### src/rtl/wb_port_arbiter.sv
// Register-file write-port arbiter: pipeline writeback vs. a 2-entry mul/div result FIFO.
// Define WB_AGE_GUARD_EN to add a starvation guard that forces a drain after AGE_MAX ungranted cycles.
module wb_port_arbiter #(
  parameter int DATA_W  = 32,
  parameter int AGE_MAX = 4
) (
  input  logic              clk,
  input  logic              rst,
  input  logic              p_valid,
  input  logic              p_regdst,
  input  logic              p_link,
  input  logic [4:0]        p_rt,
  input  logic [4:0]        p_rd,
  input  logic [DATA_W-1:0] p_data,
  output logic              p_stall,
  input  logic              m_valid,
  input  logic [4:0]        m_dst,
  input  logic [DATA_W-1:0] m_data,
  output logic              m_ready,
  output logic              rf_we,
  output logic [4:0]        rf_wa,
  output logic [DATA_W-1:0] rf_wd,
  output logic              grant_m
);

  localparam logic ST_PIPE  = 1'b0;
  localparam logic ST_DRAIN = 1'b1;

  logic              state_q, state_d;
  logic [1:0]        count_q, count_d;
  logic              wr_ptr_q, rd_ptr_q;
  logic              pops_q, pops_d;
  logic [4:0]        dst_mem  [2];
  logic [DATA_W-1:0] data_mem [2];

  logic              grant_p, grant_f;
  logic              push, pop, fifo_nonempty, age_trip;
  logic [4:0]        p_dst, head_dst, wr_dst;
  logic [DATA_W-1:0] head_data, wr_data;
  logic              wr_en;

  assign p_dst         = p_link ? 5'd31 : (p_regdst ? p_rd : p_rt);
  assign head_dst      = dst_mem[rd_ptr_q];
  assign head_data     = data_mem[rd_ptr_q];
  assign fifo_nonempty = (count_q != 2'd0);
  assign m_ready       = (count_q < 2'd2);
  assign push          = m_valid && m_ready;
  assign pop           = grant_f;
  assign count_d       = count_q + {1'b0, push} - {1'b0, pop};

  always_comb begin
    grant_p = 1'b0;
    grant_f = 1'b0;
    p_stall = 1'b0;
    if (state_q == ST_PIPE) begin
      if (p_valid) begin
        grant_p = 1'b1;
      end else begin
        grant_f = fifo_nonempty;
      end
    end else begin
      grant_f = fifo_nonempty;
      p_stall = p_valid;
    end
  end

`ifdef WB_AGE_GUARD_EN
  localparam int AGE_W = $clog2(AGE_MAX + 1);
  logic [AGE_W-1:0] age_q, age_d;

  // Counts cycles the head waits; a pop or an empty FIFO clears it.
  always_comb begin
    if (!fifo_nonempty || pop) begin
      age_d = '0;
    end else if (age_q == AGE_W'(AGE_MAX)) begin
      age_d = age_q;
    end else begin
      age_d = age_q + 1'b1;
    end
  end

  assign age_trip = (age_d == AGE_W'(AGE_MAX));

  always_ff @(posedge clk) begin
    if (rst) begin
      age_q <= '0;
    end else begin
      age_q <= age_d;
    end
  end
`else
  assign age_trip = 1'b0;
`endif

  always_comb begin
    state_d = state_q;
    pops_d  = pops_q;
    if (state_q == ST_PIPE) begin
      pops_d = 1'b0;
      if (count_d == 2'd2 || age_trip) begin
        state_d = ST_DRAIN;
      end
    end else begin
      // Leave after the second pop or as soon as the FIFO runs dry.
      if (!fifo_nonempty) begin
        state_d = ST_PIPE;
        pops_d  = 1'b0;
      end else if (pop) begin
        if (pops_q || count_d == 2'd0) begin
          state_d = ST_PIPE;
          pops_d  = 1'b0;
        end else begin
          pops_d = 1'b1;
        end
      end
    end
  end

  assign wr_dst  = grant_f ? head_dst : p_dst;
  assign wr_data = grant_f ? head_data : p_data;
  assign wr_en   = (grant_p || grant_f) && (wr_dst != 5'd0);

  always_ff @(posedge clk) begin
    if (push) begin
      dst_mem[wr_ptr_q]  <= m_dst;
      data_mem[wr_ptr_q] <= m_data;
    end
  end

  always_ff @(posedge clk) begin
    if (rst) begin
      state_q  <= ST_PIPE;
      count_q  <= 2'd0;
      wr_ptr_q <= 1'b0;
      rd_ptr_q <= 1'b0;
      pops_q   <= 1'b0;
      rf_we    <= 1'b0;
      rf_wa    <= 5'd0;
      rf_wd    <= '0;
      grant_m  <= 1'b0;
    end else begin
      state_q <= state_d;
      count_q <= count_d;
      pops_q  <= pops_d;
      if (push) begin
        wr_ptr_q <= ~wr_ptr_q;
      end
      if (pop) begin
        rd_ptr_q <= ~rd_ptr_q;
      end
      rf_we   <= wr_en;
      grant_m <= grant_f;
      if (wr_en) begin
        rf_wa <= wr_dst;
        rf_wd <= wr_data;
      end
    end
  end

endmodule

### config.mk
export PLATFORM = sky130hd
export DESIGN_NAME = wb_port_arbiter
export DESIGN_NICKNAME = d
export VERILOG_FILES = /design/src/rtl/wb_port_arbiter.sv
export SDC_FILE = /design/constraint.sdc
export NUM_CORES = 1
export LEC_CHECK = 0
export BUFFER_PORTS_ARGS = -buffer_cell sky130_fd_sc_hd__clkbuf_2
export CORE_MARGIN = 4
export CORE_UTILIZATION = 40
export DETAILED_ROUTE_END_ITERATION = 6
export GPL_TIMING_DRIVEN = 0
export SYNTH_ARGS = -nofsm -noshare
export SYNTH_HDL_FRONTEND = slang
export SYNTH_SLANG_ARGS = --single-unit
### constraint.sdc
create_clock -name clk -period 3.03 [get_ports clk]
set_input_delay 0.4545 -clock clk [delete_from_list [all_inputs] [get_ports clk]]
set_output_delay 0.4545 -clock clk [all_outputs]
set_load 0.05 [all_outputs]
==> out/qor.csv, run 1 <==
stage,metric,value,unit
synthesis,post-synthesis register bit count,120,
critical_path,Crit. path cell count,8,
critical_path,critical path startpoint category,flip-flop,
die,# IOs,126,
synthesis,Post-Syn Area,0.00502,mm2
drt,final wirelength,12800,um
status,status,finished clean,
synthesis,sequential area share after synthesis,0.626,
timing,final setup vio count,0,
critical_path,"Critical Path, Cell by Cell",and2b_1 -> nor2_1 -> buf_2 -> xnor2_1 -> ha_1 -> xor2_1 -> nor2b_1 -> o2bb2ai_1,
power_and_ir_drop,worst ir drop on vdd,0.000433,V
critical_path,Buf/Inv on CP,1,
critical_path,Worst R2R Setup Slack,0.88,ns
min_path,Hold Path Class,input port to flip-flop,
clock_network,hold_buf cts,0,
timing,worst rel slew slack,0.591,
timing,Tmin final,2.15,ns
finish,NumNets Final,646,
grt,wire length of the first global-routing pass,20400,um
finish,Area Growth Syn to Fin,28.7,%
finish,"non-filler cells, final",740,
timing,fin. max-slew vios,0,
critical_path,R2R depth,8,
clock_network,Post-CTS Setup Bufs,0,
synthesis,most common cell in the netlist,edfxtp_1,
critical_path,"critical path fanouts, max",10,
drt,Vias,3733,
synthesis,Synth area leaders,"edfxtp_1 44%, dfxtp_1 18%, nor2b_1 4.6%",
timing,Max Freq,465,MHz
grt,GR Util All Layers,0.184,
timing,hold_ws,0.239,ns
grt,total congestion overflow,0,
drt,vias per cell,5.04,
clock_network,clock latency on the worst-skew pair,0.41,ns
synthesis,most instantiated cells after synthesis,"74 x edfxtp_1, 46 x dfxtp_1, 42 x nor2_1",
clock_network,clock buffers created by TritonCTS,17,
timing,setup total negative slack,0,ns
finish,"Core Util, Final",0.531,
grt,largest net degree at the start of global routing,31,
timing,PnR worst setup slack,0.881,ns
place,"Cell Area, Placed",0.00590,mm2
synthesis,yosys warns,0,
grt,number of global-route vias before repair,3891,
synthesis,"Async S/R FF share, synth",0,
clock_network,CTS Buffer Depth,2,
drt,WL/cell,17.3,um
clock_network,clock sink count,120,
drt,First DRT Iteration DRCs,170,
die,starting density of the core,0.413,
drt,Antenna Nets Post-Route,0,
critical_path,WP data required,3.37,ns
critical_path,Arrival @ worst endpoint,2.49,ns
die,die area,0.0144,mm2
synthesis,Most used DFF post-synth,edfxtp_1,
synthesis,synth unique cells,46,
finish,# diodes,0,
timing,Setup Skew,0.0112,ns
timing,final hold viol count,0,
place,hpwl dp,9440,um
power_and_ir_drop,P_leak,2.50,nW
synthesis,Synth Net Count,501,
timing,Tcrit/Tclk final,0.709,
run,# Max-Cap Violations,0,
synthesis,"EDFF count, synth",74,
drt,DRC errors left,0,
power_and_ir_drop,Design Power,6.48,mW
clock_network,Clk Tree Root Cell,clkbuf_16,
timing,unrepaired setup endpoints after global routing,false,
synthesis,synthesized area per cell,12.1,um2
die,# rows,40,
clock_network,CTS resizes,0,
critical_path,critical path's slowest cell,dfxtp_1,
min_path,hold path depth,1,
die,core box area,0.0122,mm2
finish,layout cells sized above 1,0.327,
timing,Least-Margin Pin Slew,0.613,ns
die,Die Width,120,um
power_and_ir_drop,pwr dens,1000,mW/mm2
critical_path,CP endpoint kind,flip-flop,
synthesis,cell taking the most area after synthesis,edfxtp_1,
critical_path,Slowest Stage Delay on Critical Path,0.42,ns
critical_path,CP Class,flip-flop to flip-flop,
die,Die Y,120,um
clock_network,CTS tree,yes,
critical_path,"CP delay by family, top",simple AND/OR/NAND/NOR gates,
grt,initial antenna violation count,0,
clock_network,clock slew at reported path FFs,0.06,ns
synthesis,Mapped Cells,415,
clock_network,H-tree depth,4,
finish,Finished Cell Area,0.00646,mm2
place,# placed instances,709,
place,PortBufs,124,
synthesis,top-area cell type share of the netlist area,0.442,
drt,First-pass DRT Iterations,4,
place,Setup WS pre-CTS,0.737,ns
place,GPL Wtd Cong,0.794,
[report_power, final]
part	internal, mW	leakage (nW)	switching, mW
clock	1.19	0.255	0.692
sequential	2.14	1.07	0.172
combinational	0.709	1.17	1.58
[worst register-to-register path: stages, from the launching register on]
cell and delay, ns:
dfxtp_1 0.42, and2b_1 0.24, nor2_1 0.27, buf_2 0.32, xnor2_1 0.16, ha_1 0.18, xor2_1 0.17, nor2b_1 0.20
o2bb2ai_1 0.13
[logic make-up (layout without fill, tap and decap cells)]
| group | Yosys count | after routing | share of synthesized area |
|---|---|---|---|
| DFF | 120 | 120 | 0.626 |
| AOI/OAI and AO/OA | 116 | 116 | 0.149 |
| xor gates and xnor gates | 4 | 4 | 0.00698 |
| adders and majority gates | 1 | 1 | 0.00249 |
| and+or+nand+nor | 115 | 115 | 0.130 |
| muxes | 24 | 24 | 0.0491 |
| buffers and inverters | 35 | 192 | 0.0374 |
[placed cells by master, fill, tap and decap left out, types with 2 or more instances in the layout]
| master | count |
|---|---|
| nand2b_1 | 3 |
| a21oi_1 | 35 |
| clkbuf_2 | 124 |
| bufinv_16 | 2 |
| nor2b_1 | 37 |
| buf_2 | 12 |
| buf_1 | 3 |
| clkinv_1 | 3 |
| mux2i_1 | 22 |
| buf_6 | 4 |
| o2bb2ai_1 | 2 |
| a22o_1 | 2 |
| clkbuf_16 | 17 |
| nand2_1 | 5 |
| clkbuf_1 | 12 |
| buf_12 | 2 |
| edfxtp_1 | 74 |
| nor2_1 | 41 |
| or4_1 | 14 |
| o21ai_0 | 31 |
| nor3_1 | 2 |
| clkinvlp_4 | 6 |
| dfxtp_1 | 46 |
| a211oi_1 | 17 |
| o41ai_1 | 18 |
| xor2_1 | 2 |
| or2_2 | 2 |
| buf_4 | 3 |
| xnor2_1 | 2 |
| a32o_1 | 2 |
| o21ai_1 | 2 |
| clkinv_2 | 2 |
[final timing paths]
kind / startpoint / end
worst max register to register: state_q / state_q
worst max-delay path: state_q / state_q
worst min register to register: rf_wa[1] / rf_wa[1]
worst min-delay path: m_data[4] / data_mem[1][4]
[routing by layer]
layer	GRT usage	up-vias	wire length [um]
li1	-	1853	-
met1	0.231	1754	5670
met2	0.300	109	6300
met3	0.0509	17	581
met4	0.0723	0	236
met5	0	-	0
[registers in the layout (all words and copies together) (netlist names), named ones only]
register and count:
rf_we 1, dst_mem 10, state_q 1, count_q 2, rf_wd 32, rf_wa 5, pops_q 1, grant_m 1
wr_ptr_q 1, rd_ptr_q 1, data_mem 64
[area by class of cell]
cell class | instances | area, um2
timing repair buffer | 126 | 661
tap | 168 | 210
sequential | 120 | 3140
clock inverter | 14 | 135
clock buffer | 17 | 425
multi-input combinational | 260 | 1700
inverter | 1 | 3.75
fill | 1105 | 5700
buffer | 34 | 184
(Power assumes the default switching activity.)
==> inputs of run 2 (changes only) <==
==> constraint.sdc (replaced) <==
create_clock -name clk -period 2.1 [get_ports clk]
set_input_delay 0.315 -clock clk [delete_from_list [all_inputs] [get_ports clk]]
set_output_delay 0.315 -clock clk [all_outputs]
set_load 0.05 [all_outputs]
==> out/qor.csv, run 2 (synthesized netlist as in run 1, its figures left out) <==
stage,metric,value,unit
clock_network,Post-CTS Setup Bufs,0,
critical_path,Arrival @ worst endpoint,2.24,ns
die,core box area,0.0122,mm2
timing,worst rel slew slack,0.247,
critical_path,Reg-to-Reg Start,count_q[1],
die,starting density of the core,0.413,
die,Die Width,120,um
timing,Tcrit/Tclk final,0.932,
place,hpwl dp,9250,um
clock_network,clock buffers created by TritonCTS,17,
clock_network,CTS tree,yes,
drt,DRC errors left,0,
critical_path,CP Class,flip-flop to flip-flop,
clock_network,CTS Buffer Depth,2,
die,# IOs,126,
critical_path,WP data required,2.38,ns
grt,largest net degree at the start of global routing,38,
critical_path,"critical path fanouts, max",10,
min_path,hold_sp,m_data[6],
drt,First-pass DRT Iterations,5,
grt,number of global-route vias before repair,3822,
die,Die Y,120,um
clock_network,hold_buf cts,0,
grt,total congestion overflow,0,
finish,most frequent cells in the layout,"129 x clkbuf_2, 74 x edfxtp_1, 46 x dfxtp_1",
drt,final wirelength,12900,um
finish,"commonest non-fill, non-tap cell in the layout",clkbuf_2,
die,# rows,40,
power_and_ir_drop,worst ir drop on vdd,0.000500,V
grt,initial antenna violation count,1,
drt,First DRT Iteration DRCs,296,
timing,Least-Margin Pin Slew,1.13,ns
status,status,finished clean,
finish,Finished Cell Area,0.00650,mm2
min_path,Hold Path Class,input port to flip-flop,
place,GPL Wtd Cong,0.842,
finish,largest register by flop count,data_mem,
finish,top flop regs,"data_mem (64), rf_wd (32), dst_mem (10)",
timing,Max Freq,511,MHz
grt,wire length of the first global-routing pass,20400,um
clock_network,clock slew at reported path FFs,0.05,ns
timing,unrepaired setup endpoints after global routing,true,
timing,final hold viol count,0,
timing,hold_ws,0.0897,ns
finish,Area Growth Syn to Fin,29.4,%
drt,vias per cell,5.06,
finish,# diodes,0,
place,"Cell Area, Placed",0.00588,mm2
critical_path,CP endpoint kind,flip-flop,
finish,max FFs per register,64,
power_and_ir_drop,pwr dens,1460,mW/mm2
timing,final setup vio count,0,
die,die area,0.0144,mm2
drt,WL/cell,17.5,um
timing,Tmin final,1.96,ns
clock_network,H-tree depth,4,
clock_network,clock latency on the worst-skew pair,0.41,ns
critical_path,Worst setup startpoint,count_q[1],
finish,NumNets Final,645,
clock_network,CTS resizes,2,
run,# Max-Cap Violations,0,
drt,Antenna Nets Post-Route,0,
clock_network,clock sink count,120,
place,PortBufs,124,
power_and_ir_drop,P_leak,2.54,nW
timing,fin. max-slew vios,0,
finish,layout cells sized above 1,0.336,
grt,GR Util All Layers,0.185,
timing,Setup Skew,0.00880,ns
clock_network,Clk Tree Root Cell,clkbuf_16,
critical_path,critical path startpoint category,flip-flop,
drt,Vias,3748,
-- run 2: cell count changes in the layout (fill, tap and decap cells not counted), moves of 2 or more --
cell and delta:
buf_1 -2, buf_2 -5, buf_4 +2, clkbuf_2 +5, clkbuf_4 +3, clkinv_2 +4, clkinvlp_4 -6
-- run 2: cell type report --
cell class                      count  area, um2
Fill cell                        1097       5660
Sequential cell                   120       3140
Multi-Input combinational cell    260       1730
Timing Repair Buffer              125        641
Clock buffer                       19        433
Tap cell                          168        210
Buffer                             34        203
Clock inverter                     13        135
Inverter                            1       3.75
-- run 2: report_power, final --
| part | internal, mW | switching, mW |
|---|---|---|
| logic | 1.04 | 2.32 |
| registers | 3.09 | 0.237 |
| clock network | 1.83 | 0.972 |
| total | 5.96 | 3.53 |
-- run 2: critical path, stage by stage, from the launching register on --
cell,delay (ns)
dfxtp_1,0.34
or2_2,0.38
nand2_2,0.21
clkbuf_4,0.26
buf_2,0.24
nor2_1,0.07
a21oi_1,0.22
o41ai_1,0.09
-- run 2: final timing paths --
| path | depth (start not counted) | slack, ns | to |
|---|---|---|---|
| setup / recovery | 7 | 0.14 | rf_wd[22] |
| hold / removal | 1 | 0.09 | data_mem[0][6] |
| setup reg to reg | 7 | 0.14 | rf_wd[22] |
| hold reg to reg | 1 | 0.46 | rf_wa[1] |
-- run 2: metal layers --
layer  GRT usage  up-vias  part of all wire
met1       0.243     1749              0.46
met3      0.0504       13             0.061
li1            -     1858                 -
met2       0.288      126              0.47
met5           0        -            0.0010
met4      0.0759        2             0.016
-- run 2: stage by stage --
step / utilization / setup TNS (ns) / cells / power [mW] / setup slack [ns]
after global routing: 0.535 / -0.0145 / 740 / 9.97 / -0.0145
after detailed placement: 0.484 / -0.419 / 708 / 6.68 / -0.0473
after global placement: 0.482 / -7.45 / 707 / 6.62 / -0.204
after floorplan: - / 0 / 415 / 5.76 / 0.00580
after CTS: 0.531 / -0.000485 / 740 / 9.49 / -0.000485
final: 0.535 / 0 / 740 / 9.49 / 0.143
==> inputs of run 3 (changes only) <==
--- a/config.mk
+++ b/config.mk
@@ -6,10 +6,12 @@
 export NUM_CORES = 1
 export LEC_CHECK = 0
 export BUFFER_PORTS_ARGS = -buffer_cell sky130_fd_sc_hd__clkbuf_2
-export CORE_MARGIN = 4
-export CORE_UTILIZATION = 40
+export CORE_MARGIN = 3
+export CORE_UTILIZATION = 55
+export CTS_BUF_LIST = sky130_fd_sc_hd__clkbuf_4 sky130_fd_sc_hd__clkbuf_8
 export DETAILED_ROUTE_END_ITERATION = 6
 export GPL_TIMING_DRIVEN = 0
+export PLACE_DENSITY = 0.82
 export SYNTH_ARGS = -nofsm -noshare
 export SYNTH_HDL_FRONTEND = slang
 export SYNTH_SLANG_ARGS = --single-unit
==> out/qor.csv, run 3 (synthesized netlist as in run 1, its figures left out) <==
stage,metric,value,unit
finish,top flop regs,"data_mem (64), rf_wd (32), dst_mem (10)",
critical_path,CP endpoint kind,flip-flop,
drt,First-pass DRT Iterations,6,
drt,First DRT Iteration DRCs,190,
finish,max FFs per register,64,
clock_network,Clk Tree Root Cell,clkbuf_8,
power_and_ir_drop,pwr dens,1420,mW/mm2
power_and_ir_drop,Internal,5.40,mW
timing,Tmin final,2.05,ns
clock_network,clock slew at reported path FFs,0.07,ns
place,PortBufs,124,
grt,total congestion overflow,0,
critical_path,critical path's slowest cell,edfxtp_1,
grt,GRT met3 Usage,0.0702,
clock_network,H-tree depth,4,
drt,Antenna Nets Post-Route,0,
die,Die Width,102,um
clock_network,clock buffers created by TritonCTS,17,
min_path,Hold Path Class,input port to flip-flop,
run,# Max-Cap Violations,0,
timing,fin. max-slew vios,0,
drt,WL/cell,17.9,um
finish,"Core Util, Final",0.711,
drt,Vias,3867,
drt,DRC errors left,0,
finish,filler instances,625,
critical_path,CP Class,flip-flop to flip-flop,
timing,worst rel slew slack,0.260,
power_and_ir_drop,P_leak,2.46,nW
critical_path,Slowest Stage Delay on Critical Path,0.45,ns
timing,PnR worst setup slack,0.0549,ns
critical_path,Arrival @ worst endpoint,2.40,ns
finish,most frequent cells in the layout,"128 x clkbuf_2, 74 x edfxtp_1, 46 x dfxtp_1",
timing,Setup Skew,0.00776,ns
clock_network,CTS Buffer Depth,2,
die,# rows,34,
critical_path,Most common cell on crit path,buf_6,
power_and_ir_drop,combinational fraction of design power,0.372,
finish,NumNets Final,644,
grt,M1 GR Usage,0.291,
place,GPL Wtd Cong,0.819,
timing,Max Freq,489,MHz
grt,wire length of the first global-routing pass,18500,um
drt,vias per cell,5.70,
power_and_ir_drop,Design Power,8.91,mW
place,Setup WS pre-CTS,0.00256,ns
grt,initial antenna violation count,0,
finish,largest register by flop count,data_mem,
critical_path,critical path startpoint category,flip-flop,
grt,number of global-route vias before repair,3868,
clock_network,clock sink count,120,
clock_network,clock latency on the worst-skew pair,0.43,ns
power_and_ir_drop,Clk pwr share,0.254,
grt,busiest grt layer,met2,
power_and_ir_drop,Flop pwr share,0.373,
critical_path,"Critical Path, Cell by Cell",nor4_2 -> o22ai_2 -> a21oi_4 -> buf_6 -> buf_6 -> clkbuf_4 -> o21ai_0 -> a21oi_1,
clock_network,CTS tree,yes,
grt,GR Util All Layers,0.237,
die,core box area,0.00881,mm2
power_and_ir_drop,switching share of total power,0.394,
power_and_ir_drop,worst ir drop on vdd,0.000652,V
drt,final wirelength,12100,um
die,starting density of the core,0.570,
timing,final hold viol count,0,
grt,GRT met2 Usage,0.393,
grt,largest net degree at the start of global routing,38,
timing,Tcrit/Tclk final,0.974,
die,Die Y,102,um
finish,"commonest non-fill, non-tap cell in the layout",clkbuf_2,
critical_path,WP data required,2.46,ns
timing,final setup vio count,0,
power_and_ir_drop,NetSw,3.51,mW
finish,layout cells sized above 1,0.343,
finish,Area Growth Syn to Fin,24.6,%
status,status,finished clean,
die,die area,0.0103,mm2
die,# IOs,126,
timing,setup total negative slack,0,ns
place,hpwl dp,8520,um
timing,hold_ws,0.0688,ns
critical_path,"critical path fanouts, max",10,
timing,Least-Margin Pin Slew,1.11,ns
finish,# diodes,0,
==> run 3: cell types whose count changed in the layout (fill, tap and decap cells not counted), sizes merged <==
cell,delta
clkinv,-5
buf,+2
bufinv,+1
inv,+3
clkbuf,-5
clkinvlp,+3
==> run 3: layer usage <==
metal	vias to the layer above	routed length [um]
met3	27	869
met5	-	0
met2	161	6050
li1	1859	-
met1	1820	4970
met4	0	255
==> run 3: critical path: cells and delay by family, from the launching register on <==
family,cells,cell delay [ns]
and+or+nand+nor,1,0.36
DFF,1,0.45
buffers and inverters,3,0.53
AOI/OAI and AO/OA,4,0.63
==> run 3: timing repair <==
item | CTS | global route
hold buffers | 0 | 0
setup endpoints to repair | 4 | 26
resized for setup | 2 | 13
setup buffers | 0 | 0
==> run 3: layout make-up <==
cell class,count,area (um2),area share
clock buffers,17,234,0.0374
plain buffers,34,198,0.0316
flip-flops and latches,120,3140,0.502
repair buffers,124,621,0.0991
clock inverters,15,200,0.0320
inverters,1,3.75,0.000600
well taps,108,135,0.0216
multi-input cells,260,1730,0.276
==> run 3: power by group through the flow <==
stage / logic (mW) / registers [mW] / clock network, mW
floorplan: 1.55 / 4.21 / 0
global placement: 3.19 / 3.35 / 0
detailed placement: 3.26 / 3.37 / 0
CTS: 3.28 / 3.32 / 2.29
global route: 3.56 / 3.37 / 2.40
finish: 3.31 / 3.33 / 2.27
==> run 3: metrics by stage <==
stage / cells / area (um2)
CTS: 679 / 6220
global placement: 647 / 5790
finish: 679 / 6260
detailed placement: 647 / 5790
global route: 679 / 6260
floorplan: 415 / 5030
==> run 3: worst paths after layout <==
| check | slack [ns] | cells after the start | endpoint | start |
|---|---|---|---|---|
| worst max-delay path | 0.05 | 8 | rf_wd[30] | dst_mem[0][2] |
| worst min-delay path | 0.07 | 1 | data_mem[1][14] | m_data[14] |
| worst max register to register | 0.05 | 8 | rf_wd[30] | dst_mem[0][2] |
| worst min register to register | 0.48 | 1 | rf_wa[0] | rf_wa[0] |
